## config.mk

```make
export PLATFORM = sky130hd
export DESIGN_NAME = trap_controller
export DESIGN_NICKNAME = d
export VERILOG_FILES = /design/src/rtl/trap_controller.sv
export SDC_FILE = /design/constraint.sdc
export NUM_CORES = 1
export LEC_CHECK = 0
export BUFFER_PORTS_ARGS = -buffer_cell sky130_fd_sc_hd__buf_2
export CORE_AREA = 2 2 195 197
export CTS_CLUSTER_SIZE = 24
export DETAILED_ROUTE_END_ITERATION = 7
export DIE_AREA = 0 0 197 199
export GPL_ROUTABILITY_DRIVEN = 0
export GPL_TIMING_DRIVEN = 1
export SYNTH_ARGS = -nofsm -noshare
export SYNTH_HDL_FRONTEND = slang
export SYNTH_SLANG_ARGS = --single-unit
```

## constraint.sdc

```tcl
create_clock -name clk -period 2.8 [get_ports clk]
set_input_delay 0.28 -clock clk [delete_from_list [all_inputs] [get_ports clk]]
set_output_delay 0.28 -clock clk [all_outputs]
set_load 0.01 [all_outputs]
```

## src/rtl/trap_controller.sv

```systemverilog
// Machine-mode trap entry / mret sequencer: drives the CSR file's implicit
// read and write slots, owns the privilege mode and issues the fetch redirect.
module trap_controller #(
  parameter logic [1:0] RESET_MODE  = 2'd3,
  parameter bit         VECTORED_EN = 1'b1
) (
  input  logic         clk,
  input  logic         reset,
  input  logic         exc_valid,
  input  logic [4:0]   exc_cause,
  input  logic [31:0]  exc_pc,
  input  logic [31:0]  exc_tval,
  input  logic         mret_valid,
  input  logic         irq_valid,
  input  logic [4:0]   irq_cause,
  input  logic [31:0]  irq_pc,
  output logic         accept,
  output logic         busy,
  output logic [1:0]   mode,
  output logic [47:0]  impl_addrs_r,
  output logic [3:0]   impl_read_enable,
  input  logic [127:0] impl_csr,
  output logic [47:0]  impl_addrs_w,
  output logic [3:0]   impl_write_enable,
  output logic [127:0] impl_write_data,
  output logic         redirect_valid,
  output logic [31:0]  redirect_pc
);

  localparam int unsigned XLEN = 32;
  localparam int unsigned AW   = 12;
  localparam int unsigned CW   = 5;

  localparam logic [AW-1:0] CSR_MSTATUS = 12'h300;
  localparam logic [AW-1:0] CSR_MIE     = 12'h304;
  localparam logic [AW-1:0] CSR_MTVEC   = 12'h305;
  localparam logic [AW-1:0] CSR_MEPC    = 12'h341;
  localparam logic [AW-1:0] CSR_MCAUSE  = 12'h342;
  localparam logic [AW-1:0] CSR_MTVAL   = 12'h343;
  localparam logic [1:0]    MODE_M      = 2'd3;

  typedef enum logic [1:0] {IDLE, READ, WRITE, REDIRECT} state_t;

  state_t          state_q, state_d;
  logic            is_irq_q, is_irq_d;
  logic            is_mret_q, is_mret_d;
  logic [CW-1:0]   cause_q, cause_d;
  logic [XLEN-1:0] pc_q, pc_d;
  logic [XLEN-1:0] tval_q, tval_d;
  logic [XLEN-1:0] mstatus_q, mstatus_d;
  logic [XLEN-1:0] vec_q, vec_d;       // mtvec for traps, mepc for mret
  logic [1:0]      mode_d;

  logic [XLEN-1:0] rd_mstatus, rd_slot1, rd_mie;
  logic [XLEN-1:0] ms_trap, ms_mret, base, target;
  logic [1:0]      mpp;
  logic            irq_taken;
  logic            unused_csr;

  assign rd_mstatus = impl_csr[31:0];
  assign rd_slot1   = impl_csr[63:32];
  assign rd_mie     = impl_csr[95:64];
  assign unused_csr = ^impl_csr[127:96];

  // State register and trap-frame latches
  always_ff @(posedge clk or negedge reset) begin
    if (!reset) begin
      state_q   <= IDLE;
      mode      <= RESET_MODE;
      is_irq_q  <= 1'b0;
      is_mret_q <= 1'b0;
      cause_q   <= '0;
      pc_q      <= '0;
      tval_q    <= '0;
      mstatus_q <= '0;
      vec_q     <= '0;
    end else begin
      state_q   <= state_d;
      mode      <= mode_d;
      is_irq_q  <= is_irq_d;
      is_mret_q <= is_mret_d;
      cause_q   <= cause_d;
      pc_q      <= pc_d;
      tval_q    <= tval_d;
      mstatus_q <= mstatus_d;
      vec_q     <= vec_d;
    end
  end

  // Next-state, latch updates and slot/redirect outputs
  always_comb begin
    state_d           = state_q;
    mode_d            = mode;
    is_irq_d          = is_irq_q;
    is_mret_d         = is_mret_q;
    cause_d           = cause_q;
    pc_d              = pc_q;
    tval_d            = tval_q;
    mstatus_d         = mstatus_q;
    vec_d             = vec_q;
    accept            = 1'b0;
    busy              = (state_q != IDLE);
    impl_addrs_r      = '0;
    impl_read_enable  = '0;
    impl_addrs_w      = '0;
    impl_write_enable = '0;
    impl_write_data   = '0;
    redirect_valid    = 1'b0;
    redirect_pc       = '0;

    ms_trap         = mstatus_q;
    ms_trap[7]      = mstatus_q[3];
    ms_trap[3]      = 1'b0;
    ms_trap[12:11]  = mode;
    ms_mret         = mstatus_q;
    ms_mret[3]      = mstatus_q[7];
    ms_mret[7]      = 1'b1;
    ms_mret[12:11]  = 2'b00;
    // Reserved MPP encoding 2 returns to user mode
    mpp       = (mstatus_q[12:11] == 2'd2) ? 2'd0 : mstatus_q[12:11];
    base      = {vec_q[31:2], 2'b00};
    target    = base;
    if (VECTORED_EN && is_irq_q && !is_mret_q && (vec_q[1:0] == 2'b01))
      target = base + XLEN'({cause_q, 2'b00});
    irq_taken = rd_mie[cause_q] && (rd_mstatus[3] || (mode != MODE_M));

    case (state_q)
      IDLE: begin
        if (exc_valid) begin
          accept    = 1'b1;
          is_irq_d  = 1'b0;
          is_mret_d = 1'b0;
          cause_d   = exc_cause;
          pc_d      = exc_pc;
          tval_d    = exc_tval;
          state_d   = READ;
        end else if (mret_valid) begin
          accept    = 1'b1;
          is_irq_d  = 1'b0;
          is_mret_d = 1'b1;
          cause_d   = '0;
          pc_d      = '0;
          tval_d    = '0;
          state_d   = READ;
        end else if (irq_valid) begin
          accept    = 1'b1;
          is_irq_d  = 1'b1;
          is_mret_d = 1'b0;
          cause_d   = irq_cause;
          pc_d      = irq_pc;
          tval_d    = '0;
          state_d   = READ;
        end
      end
      READ: begin
        impl_read_enable = 4'b0111;
        impl_addrs_r     = {AW'(0), (is_mret_q ? AW'(0) : CSR_MIE),
                            (is_mret_q ? CSR_MEPC : CSR_MTVEC), CSR_MSTATUS};
        mstatus_d        = rd_mstatus;
        vec_d            = rd_slot1;
        state_d          = (is_irq_q && !irq_taken) ? IDLE : WRITE;
      end
      WRITE: begin
        if (is_mret_q) begin
          impl_write_enable = 4'b0001;
          impl_addrs_w      = {3'b000 * AW'(0), AW'(0), AW'(0), CSR_MSTATUS};
          impl_write_data   = {96'h0, ms_mret};
        end else begin
          impl_write_enable = 4'b1111;
          impl_addrs_w      = {CSR_MSTATUS, CSR_MTVAL, CSR_MCAUSE, CSR_MEPC};
          impl_write_data   = {ms_trap, tval_q, {is_irq_q, 26'b0, cause_q}, pc_q};
        end
        state_d = REDIRECT;
      end
      REDIRECT: begin
        redirect_valid = 1'b1;
        redirect_pc    = target;
        mode_d         = is_mret_q ? mpp : MODE_M;
        state_d        = IDLE;
      end
      default: state_d = IDLE;
    endcase
  end

endmodule

```

==> results of run 1 <==
-- where the power goes --
part	internal, uW	leakage, uW	switching [uW]
sequential	2980	0.00174	804
clock	1630	0.000326	985
combinational	2490	0.00410	3710
total	7100	0.00617	5500
-- worst max path at each step --
| stage | startpoint | end | slack, ns | depth (start not counted) |
|---|---|---|---|---|
| after global routing | cause_q[0]$_DFFE_PN0P_ | redirect_pc[15] | -0.25 | 9 |
| after detailed placement | vec_q[1]$_DFFE_PN0P_ | redirect_pc[29] | 0.19 | 6 |
| after floorplan | vec_q[2]$_DFFE_PN0P_ | redirect_pc[10] | 0.05 | 9 |
| final | cause_q[0]$_DFFE_PN0P_ | redirect_pc[15] | -0.17 | 9 |
| after global placement | vec_q[1]$_DFFE_PN0P_ | redirect_pc[29] | 0.18 | 6 |
| after CTS | cause_q[0]$_DFFE_PN0P_ | redirect_pc[16] | -0.12 | 10 |
-- synth_stat cells (3+ instances only) --
cell type	count	area (um2)
o31ai_1	14	105
nand3_1	43	215
mux4_2	8	180
nand2_1	309	1160
buf_4	128	961
inv_1	12	45.0
clkbuf_1	61	229
buf_6	3	33.8
a21o_1	3	22.5
dfrtp_1	137	3430
or4_1	14	105
nand4_1	3	18.8
o21ai_0	54	270
a31oi_1	4	25.0
nor2_1	42	158
a211oi_1	3	22.5
a21oi_1	32	160
and2_1	71	444
a22oi_1	36	270
mux2i_1	33	330
ha_1	5	62.6
or3_1	11	68.8
-- layout make-up --
class / instances / area, um2
clock inverter: 14 / 229
clock buffer: 18 / 439
inverter: 13 / 48.8
fill: 3965 / 25500
tap: 474 / 593
antenna: 1 / 2.50
timing repair buffer: 425 / 2400
multi-input combinational: 810 / 4440
sequential: 139 / 3480
-- routing by layer --
layer / GRT usage / wire, um / vias to the layer above
li1: - / - / 3981
met1: 0.197 / 13100 / 3962
met2: 0.246 / 14700 / 383
met3: 0.0392 / 2240 / 50
met4: 0.0635 / 783 / 2
met5: 0 / 13 / -
-- worst register-to-register path, delay by kind of cell, from the launching register on --
kind	cells	cell delay [ns]
multiplexers	1	0.54
AO/OA/AOI/OAI	3	0.53
flip-flops	1	0.39
buffers and inverters	1	0.24
-- cell families (layout without fill, tap and decap cells) --
family | after synthesis | after routing | share of synthesized area
adders and majority gates | 6 | 6 | 0.00961
xor gates and xnor gates | 2 | 2 | 0.00204
DFF | 139 | 139 | 0.405
other | 1 | 102 | 0.000437
and+or+nand+nor | 505 | 507 | 0.265
buffers and inverters | 208 | 470 | 0.150
muxes | 41 | 41 | 0.0594
AOI/OAI and AO/OA | 153 | 153 | 0.108
-- metrics by stage --
stage,instances,util
6_report,1894,0.313
4_1_cts,1885,0.309
2_1_floorplan,1155,-
3_5_place_dp,1832,0.282
5_1_grt,1893,0.313
3_3_place_gp,1832,0.282
-- sequential cells by signal, summed over array words and instances (netlist names), named ones only --
name / count
pc_q: 32
mstatus_q: 32
cause_q: 5
vec_q: 32
is_irq_q: 1
mode: 2
tval_q: 32
is_mret_q: 1
state_q: 1
-- repair_timing --
item,4_1_cts,5_1_grt
setup endpoints to repair,23,26
gates cloned,4,3
endpoints found under the hold margin,38,0
pin swaps,31,13
resized for setup,23,29
buffers inserted,7,6
hold buffers,10,0
==> summary by stage, run 1 <==
Run status
The run finished, with violations left. The checks that failed: negative setup slack.

Worst hold path
The end of the worst hold path is mstatus_q[5]$_DFFE_PN0P_. The worst hold path belongs to the class input port to flip-flop. The worst hold path passes through 3 cells. The startpoint of the tightest hold check path is impl_csr[5].

Clock network
TritonCTS built the clock tree. The number of sinks driven by the clock tree is 139. Buffers inserted during clock tree synthesis total 17. Clock latency on the worst-skew pair, taken at its later pin, is 0.45 ns. The clock tree root driver cell is clkbuf_16. The longest clock path from root to sink contains 2 buffers.

The level count of the clock H-tree is 4. The clock edge transition at the registers on the reported setup and hold paths is 0.07 ns.

Global route
The aggregate global-route resource usage is 0.154. The initial antenna violation count is 4. The number of global-route vias before repair is 8,005. The largest net degree at the start of global routing is 71. The first global-routing pass estimated 45,500 um of wire. Summed over all layers, the global routing overflow is 0.

Setup path
The signal on the critical path passes through ha_4 -> buf_4 -> a211oi_4 -> o21bai_1 -> a21oi_2 -> buf_2 -> o21ai_0 -> a21oi_1 -> buf_2. The total buffers and inverters traversed by the critical path is 3. The worst path arrival time is 2.69 ns.

The setup slack of the worst register-to-register path is 0.99 ns. STA classifies the critical path startpoint as a flip-flop. Counting cells, the worst reg-to-reg path comes to 5.

Along the worst path, the maximum fanout reaches 6. The beginning of the worst register-to-register path is cause_q[0]$_DFFE_PN0P_. The largest single stage delay on the critical path is 0.41 ns. The critical setup path kind is flip-flop to output port. The cell family contributing the most delay on the critical path is compound AO/OA/AOI/OAI gates.

The worst setup path is captured at an output port. The most numerous cell type found on the critical path is buf_2. The slowest stage cell on the critical path is dfrtp_1.

Data on the critical path is required at its endpoint by 2.52 ns.

Pwr
The standby leakage power is 0.00617 uW. The power density relative to cell area is 1080 nW/um2. The completed layout was analyzed and its total power is 12,600 uW. The worst-case vdd ir drop is 0.493 mV.

Detailed routing
The remaining antenna violation count is 0. For this run, design rule violations remaining after detail routing come to 0. Summing over every cut layer, the via total after detailed routing is 8,378. The total routed wirelength is 30,800 um. For this block, the initial DRC count from the detailed router was 409. The wire length per cell after detailed routing is 16.3 um. Before antenna repair, the detailed router went through 4 iterations. After detailed routing, the number of vias per cell comes to 4.42.

Synthesis
The area of the mapped netlist is 8590 um2. After synthesis, the netlist uses 46 different library cells. After synthesis, the share of flip-flops with an asynchronous set or reset is 1.00.

In this run, synthesis inferred 0 flip-flops with an integrated enable. A synthesized cell averages 8.14 um2. The sequential element share of the synthesized area is 0.405.

The synthesized design contains 139 register bits. The main flop type after synthesis is dfrtp_1. The synthesized instance count is 1,055. Yosys printed 0 warnings.

Floorplan
The initial core utilization is 0.231. The floorplan core area is 37,100 um2. The full die area is 39,200 um2. The row count is 71. The die extent in y is 199 um. The top-level I/O count is 508.

The die is 197 um wide.

STA
Setup repair after global routing could not meet its margin everywhere. The transition time at the pin with the least slew margin is 0.770 ns. The number of pins exceeding their max-slew limit in the final report is 0. Setup total negative slack on the finished layout was measured at -1.49 ns. The worst slew slack as a fraction of its limit is 0.486.

The largest clock skew in the final design is 0.0187 ns. The number of endpoints failing setup at the final stage is 22. In the post-route analysis, the smallest setup slack over all paths is -0.169 ns. The ratio of final minimum period to clock period is 1.06. The number of failing hold endpoints at the final stage is 0. The time the worst path needs with I/O delays and setup is 2.97 ns. Static timing analysis puts the maximum clock frequency at 337 MHz. Hold timing on the final database bottoms out at a slack of 0.0242 ns.

Final layout
Leaving out fill and tap cells, the most frequent cells in the layout are buf_2, nand2_1, dfrtp_1. The synthesis-to-layout area growth is 35.5%. Of the cells placed in the final design, the portion with a size suffix greater than 1 is 0.354. The leading cell type in the layout, fill and taps excluded is buf_2. The net count of the finished layout is 1,651. The area of all placed cells without fillers is 11,600 um2.

Job
Max-cap violations in this run came to 0.

Placement
The HPWL after detailed placement is 21,700 um. Before CTS, the worst setup slack after placement is 0.188 ns. Port buffering added 374 buffers.

After detailed placement, the total cell area comes to 10,500 um2.
(Power assumes the default switching activity.)
==> inputs of run 2 (changes only) <==
- BUFFER_PORTS_ARGS: -buffer_cell sky130_fd_sc_hd__buf_2 -> -buffer_cell sky130_fd_sc_hd__buf_4
==> summary by stage, run 2 (synthesized netlist as in run 1, its figures left out) <==
Pwr
The power density relative to cell area was 1020 nW/um2 (-5.8%). The worst-case vdd ir drop is 0.429 mV (-13%). The standby leakage power came to 0.00627 uW (+1.7%).

Clock network
The maximum clock insertion buffer count is 2 (unchanged). The level count of the clock H-tree is 4 (unchanged). The number of sinks driven by the clock tree is 139 (unchanged). The tree is rooted in a clkbuf_16. The clock edge transition at the registers on the reported setup and hold paths came to 0.07 ns (about the same). The CTS tree is yes.

The clock latency of the later-clocked register in the worst-skew pair is 0.44 ns (about the same). The number of buffers created by CTS is 17 (unchanged).

Global route
The aggregate global-route resource usage is 0.155 (+0.00188). In this run the most used layer during global routing was met2. The met2 usage is 0.265 (+0.0187). The largest net degree at the start of global routing came to 73 (+2.8%). The number of global-route vias before repair was 7,873 (-1.6%). The initial antenna violation count is 2 (-2). The met3 usage in global routing is 0.0502 (+0.0110). The remaining global-route overflow was 0 (unchanged). The met1 track utilization from global routing is 0.188 (-0.00857). The first-pass GRT wire length was 46,000 um (+1.1%).

Final layout
The share of post-route cells with drive strength above 1 is 0.351 (-0.00320). The area of all placed cells without fillers is 12,400 um2 (+6.3%). The leading cell type in the layout, fill and taps excluded is buf_4. In the layout the commonest cells are buf_4, nand2_1, dfrtp_1.

From synthesis to final layout, the design area changed by 44.0%. The net total in the final layout is 1,644 (-0.42%).

Floorplan
The full die area is 39,200 um2 (unchanged). The floorplan die width is 197 um (unchanged). The initial core utilization is 0.231 (unchanged). The row count is 71 (unchanged). The die extent in y was 199 um (unchanged). The top-level I/O count is 508 (unchanged).

The floorplan core area is 37,100 um2 (unchanged).

STA
The number of pins exceeding their max-slew limit in the final report is 0 (unchanged). The transition time at the pin with the least slew margin is 0.825 ns (+0.0543 ns). The achievable frequency is 339 MHz (+0.67%). The final critical-path setup slack was -0.149 ns (+0.0198 ns). The number of failing hold endpoints at the final stage is 0 (unchanged). The time the worst path needs with I/O delays and setup came to 2.95 ns (-0.0198 ns).

The largest clock skew in the final design is 0.0132 ns (-0.00542 ns). Setup repair after global routing could not meet its margin everywhere. The worst slew slack as a fraction of its limit is 0.450 (-0.0362).

The number of endpoints failing setup at the final stage is 19 (-14%). The ratio of final minimum period to clock period is 1.05 (-0.00708).

Detailed routing
The routed via count divided by cell count was 4.39 (-0.71%). The remaining antenna violation count came to 0 (unchanged). The total routed wirelength is 31,500 um (+2.1%). The via total after detailed routing is 8,288 (-1.1%). The total DRC errors in the routed layout is 0 (unchanged).

The number of DRC markers after the initial detailed-route iteration is 319 (-22%). The wire length per cell after detailed routing is 16.7 um (+2.5%). The length of the first detailed-routing pass in iterations is 5 (+1).

Setup path
The worst path arrival time is 2.67 ns (-0.02 ns). The slowest stage cell on the critical path is dfrtp_1. The worst setup path is captured at an output port. The largest stage delay on the critical path came to 0.42 ns (about the same). The signal on the critical path passes through ha_4 -> fa_2 -> a21o_1 -> a21o_1 -> a21oi_4 -> buf_6 -> buf_12 -> o31ai_4 -> a21oi_1 -> buf_4. The required time at the endpoint of the critical path was 2.52 ns (about the same). The critical setup path kind is flip-flop to output port. The most frequent cell on the critical path is a21o_1. The maximum fanout encountered on the critical timing path is 6 (unchanged). The worst setup path is launched from a flip-flop.

Run status
The flow ran to the end, but the final reports show violations. The checks that failed: negative setup slack.

Job
The number of violations of the max-capacitance limit came to 0 (unchanged).

Placement
The quantity of I/O buffers inserted on ports is 374 (unchanged). The placed wire-length estimate is 22,400 um (+3.6%). The placed standard-cell area is 11,400 um2 (+9.2%).

The worst slack at placement came to 0.173 ns (-0.0143 ns).

Worst hold path
In this run the worst hold path is classified as input port to flip-flop.
-- run 2: final timing paths --
path,start,end,cells after the start,slack [ns]
worst max-delay path,cause_q[0]$_DFFE_PN0P_,redirect_pc[28],10,-0.15
worst min-delay path,impl_csr[37],vec_q[5]$_DFFE_PN0P_,3,0.03
worst max register to register,cause_q[0]$_DFFE_PN0P_,flip-flop,6,0.88
worst min register to register,tval_q[12]$_DFFE_PN0P_,tval_q[12]$_DFFE_PN0P_,2,0.46
max in group asynchronous,reset,mstatus_q[19]$_DFFE_PN0P_,3,1.66
min in group asynchronous,reset,vec_q[12]$_DFFE_PN0P_,2,0.40
-- run 2: what timing repair did --
action | in CTS | in global routing
endpoints found under the setup margin | 23 | 25
cloned | 3 | 0
gates resized for setup | 22 | 16
setup buffers | 9 | 2
hold buffers | 3 | 0
endpoints found under the hold margin | 51 | 0
pin swaps | 17 | 10
-- run 2: area by class of cell --
cell class	instances	area (um2)
tap	474	593
clock inverter	14	183
clock buffer	18	439
antenna	1	2.50
multi-input combinational	810	4420
fill	3912	24800
sequential	139	3480
timing repair buffer	418	3210
inverter	13	48.8
-- run 2: critical path: cells and delay by family (launching register included) --
| family | cells | cell delay, ns |
|---|---|---|
| AOI/OAI and AO/OA | 5 | 0.86 |
| adders and majority gates | 2 | 0.51 |
| buffers and inverters | 3 | 0.44 |
| DFF | 1 | 0.42 |
-- run 2: power by group --
part           total (uW)  internal, uW  switching (uW)
clock                2440          1450             993
sequential           3790          2980             814
combinational        6390          2740            3650
total               12600          7170            5450
-- run 2: metrics by stage --
step	hold WS [ns]	total power (uW)	cells	util	TNS [ns]
2_1_floorplan	-0.0156	7320	1155	-	0
3_3_place_gp	0.307	9710	1837	0.308	0
3_5_place_dp	0.309	9840	1837	0.308	0
4_1_cts	0.00150	12600	1884	0.330	-1.07
5_1_grt	0.00110	13600	1886	0.333	-4.14
6_report	0.0301	12600	1887	0.333	-1.73
-- run 2: routing by layer --
layer | vias to the layer above | wire, um
met5 | - | 0
met2 | 369 | 15600
met3 | 31 | 2510
li1 | 3963 | -
met4 | 0 | 504
met1 | 3925 | 12900
